$ cat src/rtl/silife_access_sched.sv
// silife_access_sched: owns the single row port of the silife cell array and
// arbitrates it between the host command engine and an internal auto-step timer.
// Each granted operation runs IDLE -> EXEC -> DONE. The life_* pulse is visible
// in EXEC, and host_ack is visible in DONE.
// Ports:
//   clk, rst                      clock, asynchronous active-high reset
//   host_req/op/row/wdata/lock    host request (level), opcode, row, write data, grid lock
//   host_ack, host_rdata          one-cycle completion pulse, last read data
//   run_en, step_overrun          auto-run enable, sticky dropped-tick flag
//   gen_count, busy               generations stepped (wraps), FSM not idle
//   life_row_sel/en/wr_en/wdata   drive the silife array
//   life_rdata                    row data from the silife array
module silife_access_sched #(
  parameter int unsigned ROW_W       = 5,
  parameter int unsigned COLS        = 8,
  parameter int unsigned CNT_W       = 24,
  parameter int unsigned STEP_PERIOD = 6750000
) (
  input  logic             clk,
  input  logic             rst,
  input  logic             host_req,
  input  logic [1:0]       host_op,
  input  logic [ROW_W-1:0] host_row,
  input  logic [COLS-1:0]  host_wdata,
  input  logic             host_lock,
  output logic             host_ack,
  output logic [COLS-1:0]  host_rdata,
  input  logic             run_en,
  output logic             step_overrun,
  output logic [15:0]      gen_count,
  output logic             busy,
  output logic [ROW_W-1:0] life_row_sel,
  output logic             life_en,
  output logic             life_wr_en,
  output logic [COLS-1:0]  life_wdata,
  input  logic [COLS-1:0]  life_rdata
);

  localparam logic [CNT_W-1:0] TIMER_LAST = CNT_W'(STEP_PERIOD - 1);
  localparam logic [1:0] OP_READ  = 2'b00;
  localparam logic [1:0] OP_WRITE = 2'b01;
  localparam logic [1:0] OP_STEP  = 2'b10;

  typedef enum logic [1:0] {
    S_IDLE = 2'd0,
    S_EXEC = 2'd1,
    S_DONE = 2'd2
  } state_t;

  state_t             state_q, state_d;
  logic               grant_auto_q, grant_auto_d;
  logic [1:0]         op_q, op_d;
  logic               last_auto_q, last_auto_d;
  logic [CNT_W-1:0]   timer_q, timer_d;
  logic               pend_q, pend_d;

  logic               host_ack_d;
  logic [COLS-1:0]    host_rdata_d;
  logic               step_overrun_d;
  logic [15:0]        gen_count_d;
  logic               busy_d;
  logic [ROW_W-1:0]   life_row_sel_d;
  logic               life_en_d;
  logic               life_wr_en_d;
  logic [COLS-1:0]    life_wdata_d;

  logic               host_cand, auto_cand, pick_auto, tick;

  // State and registered outputs
  always_ff @(posedge clk or posedge rst) begin
    if (rst) begin
      state_q      <= S_IDLE;
      grant_auto_q <= 1'b0;
      op_q         <= 2'b00;
      last_auto_q  <= 1'b0;
      timer_q      <= '0;
      pend_q       <= 1'b0;
      host_ack     <= 1'b0;
      host_rdata   <= '0;
      step_overrun <= 1'b0;
      gen_count    <= 16'h0000;
      busy         <= 1'b0;
      life_row_sel <= '0;
      life_en      <= 1'b0;
      life_wr_en   <= 1'b0;
      life_wdata   <= '0;
    end else begin
      state_q      <= state_d;
      grant_auto_q <= grant_auto_d;
      op_q         <= op_d;
      last_auto_q  <= last_auto_d;
      timer_q      <= timer_d;
      pend_q       <= pend_d;
      host_ack     <= host_ack_d;
      host_rdata   <= host_rdata_d;
      step_overrun <= step_overrun_d;
      gen_count    <= gen_count_d;
      busy         <= busy_d;
      life_row_sel <= life_row_sel_d;
      life_en      <= life_en_d;
      life_wr_en   <= life_wr_en_d;
      life_wdata   <= life_wdata_d;
    end
  end

  // Next-state, arbitration, timer and output logic
  always_comb begin
    state_d        = state_q;
    grant_auto_d   = grant_auto_q;
    op_d           = op_q;
    last_auto_d    = last_auto_q;
    timer_d        = timer_q;
    pend_d         = pend_q;
    host_ack_d     = 1'b0;
    host_rdata_d   = host_rdata;
    step_overrun_d = step_overrun;
    gen_count_d    = gen_count;
    busy_d         = 1'b0;
    life_row_sel_d = life_row_sel;
    life_en_d      = 1'b0;
    life_wr_en_d   = 1'b0;
    life_wdata_d   = life_wdata;
    host_cand      = 1'b0;
    auto_cand      = 1'b0;
    pick_auto      = 1'b0;
    tick           = 1'b0;

    case (state_q)
      S_IDLE: begin
        host_cand = host_req;
        auto_cand = pend_q & ~host_lock;
        if (host_cand | auto_cand) begin
          // Round robin: when both are asking, grant whichever lost last time
          pick_auto    = auto_cand & (~host_cand | ~last_auto_q);
          state_d      = S_EXEC;
          grant_auto_d = pick_auto;
          last_auto_d  = pick_auto;
          if (pick_auto) begin
            op_d      = OP_STEP;
            life_en_d = 1'b1;
          end else begin
            op_d = host_op;
            case (host_op)
              OP_READ: begin
                life_row_sel_d = host_row;
                life_wdata_d   = host_wdata;
              end
              OP_WRITE: begin
                life_row_sel_d = host_row;
                life_wdata_d   = host_wdata;
                life_wr_en_d   = 1'b1;
              end
              OP_STEP: life_en_d = 1'b1;
              default: ;
            endcase
          end
        end
      end
      S_EXEC: begin
        if (op_q == OP_STEP) gen_count_d = gen_count + 16'd1;
        if (!grant_auto_q && op_q == OP_READ) host_rdata_d = life_rdata;
        if (grant_auto_q) pend_d = 1'b0;
        host_ack_d = ~grant_auto_q;
        state_d    = S_DONE;
      end
      S_DONE:  state_d = S_IDLE;
      default: state_d = S_IDLE;
    endcase

    // Auto-step timer; at most one tick can be pending at a time
    if (!run_en) begin
      timer_d = '0;
      pend_d  = 1'b0;
    end else if (timer_q == TIMER_LAST) begin
      timer_d = '0;
      tick    = 1'b1;
    end else begin
      timer_d = timer_q + CNT_W'(1);
    end
    if (tick) begin
      if (pend_d) step_overrun_d = 1'b1;
      else        pend_d = 1'b1;
    end

    busy_d = (state_d != S_IDLE);
  end

endmodule

$ cat config.mk
export PLATFORM = sky130hd
export DESIGN_NAME = silife_access_sched
export DESIGN_NICKNAME = d
export VERILOG_FILES = /design/src/rtl/silife_access_sched.sv
export SDC_FILE = /design/constraint.sdc
export NUM_CORES = 1
export LEC_CHECK = 0
export BUFFER_PORTS_ARGS = -buffer_cell sky130_fd_sc_hd__buf_4
export CAP_MARGIN = 10
export CORE_MARGIN = 4
export CORE_UTILIZATION = 30
export CTS_CLUSTER_DIAMETER = 60
export DETAILED_ROUTE_END_ITERATION = 8
export HOLD_SLACK_MARGIN = 0.02
export MAX_ROUTING_LAYER = met4
export SYNTH_ARGS = -nofsm -noshare
export SYNTH_HDL_FRONTEND = slang
export SYNTH_SLANG_ARGS = --single-unit
export TNS_END_PERCENT = 1
$ cat constraint.sdc
create_clock -name clk -period 2.1 [get_ports clk]
set_input_delay 0.42 -clock clk [delete_from_list [all_inputs] [get_ports clk]]
set_output_delay 0.42 -clock clk [all_outputs]
set_load 0.005 [all_outputs]
Word-level counts from Yosys, hierarchy flattened
Index checks and enable logic that the tools add are counted.
- register bits after elaboration: 72
- bits of input ports: 28
- output and inout port bits: 42
- logic and storage cells: 61
- $add $sub $neg: 2
- equal/unequal tests: 5
- muxes and demuxes: 20
- bitwise operators: 8
- reduce and logical (&&, ||, !) cells: 12
- operators by type and width (kind ; number):
    $mux 24 ; 2
    $add 24x1->24 const B ; 1
    $eq 24x23->1 const B ; 1
    $add 16x1->16 const B ; 1
    $mux 1 ; 15
    $reduce_and 2->1 ; 4
    $logic_not 2->1 ; 3
    $eq 2x1->1 const B ; 2
    $eq 2x2->1 const B ; 2
    $mux 2 ; 2
    $not 1->1 ; 4
    $pmux 2 s2 ; 1
    $reduce_and 4->1 ; 1
    $and 1x1->1 ; 2
    $or 1x1->1 ; 2
    $reduce_bool 2->1 ; 1
    $reduce_or 2->1 ; 1
    $logic_and 1x1->1 ; 1
    $logic_not 1->1 ; 1

Longest topological paths before layout
- depth after elaboration: 6
- depth in mapped cells: 6
- gate-level depth less buffers: 5

Least setup slack after synthesis
OpenSTA, ideal clock, no wires.
- path type: flip-flop to flip-flop
- start point: reg state_q[0]
- end point: reg life_row_sel[4]
- setup time: 125 ps
- arrival time: 1515 ps
- data required time: 1975 ps
- path slack: 461 ps
- stages on the path, launching flop included: 6
- buffers on the path: 1
- period minus slack after synthesis: 1639 ps
- cell sequence: dfrtp_1 nor2_1 o211ai_1 nor2_1 buf_4 mux2_2
- cells in the longest elaborated chain, start to end: 2
- RTL lines (item ; line ; source):
    start: declaration ; 50 ; state_t state_q, state_d;
    start signal: assignment ; 88 ; state_q <= state_d;
    $logic_not 2->1 ; 128 ; case (state_q)
    $reduce_and 4->1 (no source line) ; - ;
    end signal: assignment ; 99 ; life_row_sel <= life_row_sel_d;
    end: declaration ; 32 ; output logic [ROW_W-1:0] life_row_sel,
Every way passes these cells.
A chain may end at the register's enable or synchronous reset.

Worst setup path in the final report
- start point: reg timer_q[0]
- end point: reg timer_q[15]
- cells in the longest elaborated chain, start to end: 3
- elaborated cells between the ends (all ways): 4
- classes of those cells: add/sub: 1; eq/ne: 1; mux: 2
- RTL lines (item ; line ; source):
    start: declaration ; 54 ; logic [CNT_W-1:0] timer_q, timer_d;
    start signal: assignment ; 92 ; timer_q <= timer_d;
    $add 24x1->24 or $eq 24x23->1 (tied branches) ; 178, 174 ;
    $mux 24 (*) ; 174 ; end else if (timer_q == TIMER_LAST) begin
    $mux 24 (*) ; 171 ; if (!run_en) begin
    net timer_d[15] ; 54 ;
The timed path passes the listed nets; every way through them passes the cells marked *.

==> out/metrics.sh <==
TNS_NS=0
REPORT.FINAL.HOLD_VIOL_COUNT=0
SYNTH_ENABLE_FLOP_CELLS=0
P_PER_AREA_nW_PER_UM2=875
CLOCK_PATH_BUFFERS=2
HOLD_PATH.CLASS='in -> async'
ANTENNA_FOUND_INITIAL=0
ANTENNA_CELLS_INSERTED=0
ROUTED-VIA-COUNT=2377
WORST_CLOCK_SKEW_NS=0.00414
FINISH.NET_COUNT=386
GP_CONGESTION=0.765
SYNTHESIS.NETS=308
CRIT_TYPE='reg -> reg'
CORE_REGION_AREA_SQ_UM=10400
POWER_SWITCHING_SHARE_PCT=26.3
MAPPEDNETLISTAREA_SQ_UM=3200
POST_CTS.RESIZED_INSTANCES=0
FLOW.AREA_GROWTH_FROM_SYNTHESIS_PCT=28.1
SYNTH_SIMPLE_GATE_AREA_SHARE_PCT=19.6
INSERTION_DELAY_NS=0.34
POSTCTSSETUPREPAIRBUFS=0
SLEW_VIOLATIONS=0
CTS_ROOT_BUFFER='sky130_fd_sc_hd__clkbuf_8'
LEAKAGE_nW=1.89
AVGVIACOUNTPERCELL=4.78
WORST_SLEW_PIN_SLEW_NS=0.605
FLOORPLAN.INITIALDENSITY_PCT=30.9
NUMBER_OF_CORE_ROWS=37
FULL_DIE_AREA_SQ_UM=12400
HOLD_BUFFERS=0
DR.FIRST_ITER.DRC_COUNT=154
GRT_SETUP_UNREPAIRED='no'
NETLIST_INSTANCES=278
DRC=0
FINAL_CELLS=497
GRT_PASS1_VIAS=2390
MAX-VDD-IR-DROP_V=0.000454
COMPOUND_CELL_AREA_SHARE_OF_THE_YOSYS_NETLIST_PCT=6.09
PLACED_INSTS=481
CRITICAL_PATH_ARRIVAL_NS=1.97
YOSYSWARNINGCOUNT=0
POWER.SWITCHING_uW=945
CTSHTREEMAXLEVEL=3
SYNTH_TOP_FAMILY_BY_AREA='simple AND/OR/NAND/NOR gates'
COMBPWRFRAC_PCT=19.9
SYNTHMUXAREASHARE_PCT=7.73
GRT_FIRST_PASS_WIRELENGTH_UM=11600
FILLER_CELL_COUNT=1047
IO_BUFFERS=69
CTS_INSERTED_BUFFERS=9
TIMING.CRITICAL_PATH.FROM_TYPE='flip-flop'
GRT.TOTAL_USAGE_PCT=11.6
GRT_START_MAX_NET_PINS=32
POST-DP-HPWL_UM=4800
CTS_TREE='yes'
WORST-ENDPOINT-REQUIRED_NS=2.36
STATUS='complete, no violations'
POST_SYNTH_FA_HA_MAJ_AREA_FRACTION_PCT=0.781
TIMING.CRITICAL_PATH.FANOUT_MAX=22
FRACTION_OF_REGISTERS_WITH_ASYNC_SET_OR_RESET_AFTER_SYNTHESIS_PCT=100
DRTANTENNAVIOLNETS=0
SYNTH.AVG_CELL_AREA_SQ_UM=11.5
TIMING.MAX_CAP.VIOLATIONS=0
SETUP_VIOL_COUNT_FINAL=0
LAYOUT_WORST_PATH_CYCLE_SHARE_PCT=81.5
CLOCK_SINKS=72
CLKPWRFRAC_PCT=31.3
FMAXACHIEVABLE_MHz=584
LAYOUT_MIN_CYCLE_TIME_NS=1.71
VERTICAL_DIE_DIMENSION_UM=111
DESIGN.PORTCOUNT=70
PATH_CLK_SLEW_NS=0.08
TOTALWIRELENGTH_UM=6620
OVERFLOW=0
SYNTH_FLOP_CELL='sky130_fd_sc_hd__dfrtp_1'
SEQ_POWER_SHARE_PCT=48.8
SETUP.WORST_PATH.END_CLASS='flip-flop'
FINAL_LAYOUT_SIZE_SUFFIX_GT1_SHARE_PCT=36.0
R2R_CELLS=5
SYNTH_XOR_XNOR_AREA_SHARE_PCT=7.11
POSTSYNTHREGISTERBITS=72
AVGROUTEDWIREPERCELL_UM=13.3
POWER_REPORT.INTERNAL_TOTAL_mW=2.65
SLEW_HEADROOM_PCT=59.6
DIE_WIDTH_UM=111
DETAIL_ROUTE.FIRST_PASS.ITERATIONS=4
SYNTH_CELL_TYPES=38
SEQUENTIAL_AREA_SHARE_AFTER_SYNTHESIS_PCT=56.2
state kept, by name, summed over array words and instances, names as in the netlist, 2 cells and up:
signal        cells
host_rdata        8
timer_q          24
gen_count        16
state_q           2
life_row_sel      5
life_wdata        8
op_q              2
cells by family after synthesis:
kind of cell               Yosys count
and+or+nand+nor                    108
DFF                                 72
AOI/OAI and AO/OA                   32
xor gates and xnor gates            26
muxes                               22
buffers and inverters               16
adders and majority gates            2
synthesized netlist by cell type (all sizes together), types with 2 or more instances:
cell type | number | area [sq um]
xnor2 | 13 | 114
o31ai | 8 | 60.1
a31oi | 2 | 12.5
nor4b | 2 | 23.8
nor3 | 5 | 25.0
or4 | 7 | 52.6
buf | 7 | 46.3
nor4 | 3 | 18.8
nor2 | 21 | 78.8
nand3 | 9 | 45.0
and2 | 5 | 36.3
xor2 | 13 | 114
o21ai | 5 | 25.0
nand4 | 10 | 92.6
nand2b | 3 | 18.8
or3 | 3 | 21.3
mux2 | 22 | 248
and4 | 4 | 36.3
and3 | 9 | 61.3
nand2 | 24 | 90.1
a21oi | 14 | 70.1
inv | 9 | 33.8
dfrtp | 72 | 1800
ha | 2 | 25.0
worst max-delay path, cell delays in order (launching register included):
cell and delay, ns:
sky130_fd_sc_hd__dfrtp_1 0.41, sky130_fd_sc_hd__ha_1 0.24, sky130_fd_sc_hd__and3_2 0.22, sky130_fd_sc_hd__and3_2 0.21, sky130_fd_sc_hd__a41o_2 0.37, sky130_fd_sc_hd__a21oi_1 0.18
metal layers:
metal	track usage (%)	vias to the layer above	wire, um
met1	14.9	1168	3090
met2	17.5	54	3060
li1	-	1145	-
met5	-	-	0
met4	3.16	0	89
met3	3.91	10	377
final timing paths:
path	startpoint	end	slack (ns)
max in group asynchronous	rst	gen_count[12]	1.34
hold reg to reg	step_overrun	step_overrun	0.49
setup / recovery	timer_q[0]	timer_q[15]	0.39
setup reg to reg	timer_q[0]	timer_q[15]	0.39
hold / removal	rst	gen_count[2]	0.15
min in group clk	host_op[1]	life_wr_en	0.25
cell usage in the layout, fill, tap and decap left out, types with 4 or more instances in the layout:
cell	Yosys	layout
sky130_fd_sc_hd__nand3_1	9	9
sky130_fd_sc_hd__buf_4	2	73
sky130_fd_sc_hd__o21ai_0	5	5
sky130_fd_sc_hd__or4_1	7	7
sky130_fd_sc_hd__nor2_1	21	21
sky130_fd_sc_hd__xnor2_1	13	13
sky130_fd_sc_hd__clkbuf_8	0	10
sky130_fd_sc_hd__a21oi_1	14	14
sky130_fd_sc_hd__nand2_1	24	24
sky130_fd_sc_hd__xor2_1	13	13
sky130_fd_sc_hd__mux2_2	22	22
sky130_fd_sc_hd__nand4_1	8	8
sky130_fd_sc_hd__and2_2	4	4
sky130_fd_sc_hd__o31ai_1	8	8
sky130_fd_sc_hd__nor3_1	5	5
sky130_fd_sc_hd__dfrtp_1	72	72
sky130_fd_sc_hd__and3_2	4	4
sky130_fd_sc_hd__inv_1	9	8
sky130_fd_sc_hd__and3_1	5	5
through the flow:
| step | utilization (%) | setup WS, ns | cell area, sq um | hold WS (ns) | power [mW] |
|---|---|---|---|---|---|
| final | 39.6 | 0.388 | 4110 | 0.149 | 3.59 |
| after floorplan | - | 0.461 | 3210 | 0.437 | 2.07 |
| after detailed placement | 37.6 | 0.375 | 3900 | 0.468 | 2.51 |
| after CTS | 39.6 | 0.376 | 4110 | 0.161 | 3.66 |
| after global routing | 39.6 | 0.263 | 4110 | 0.180 | 3.80 |
| after global placement | 37.6 | 0.401 | 3900 | 0.460 | 2.50 |
final cells by class:
class	count	area [sq um]	share of cell area, %
clock buffers	10	138	3.35
multi-input cells	190	1320	32.2
clock inverters	6	67.6	1.65
flip-flops and latches	72	1800	43.9
well taps	136	170	4.15
inverters	9	37.5	0.914
repair buffers	74	568	13.8
power by group through the flow:
stage / Clock (mW) / Combinational, mW / Sequential [mW]
after global routing: 1.23 / 0.779 / 1.80
after floorplan: 0 / 0.287 / 1.78
final: 1.12 / 0.714 / 1.75
after detailed placement: 0 / 0.731 / 1.78
after global placement: 0 / 0.718 / 1.78
after CTS: 1.17 / 0.733 / 1.76
(Power assumes the default switching activity.)
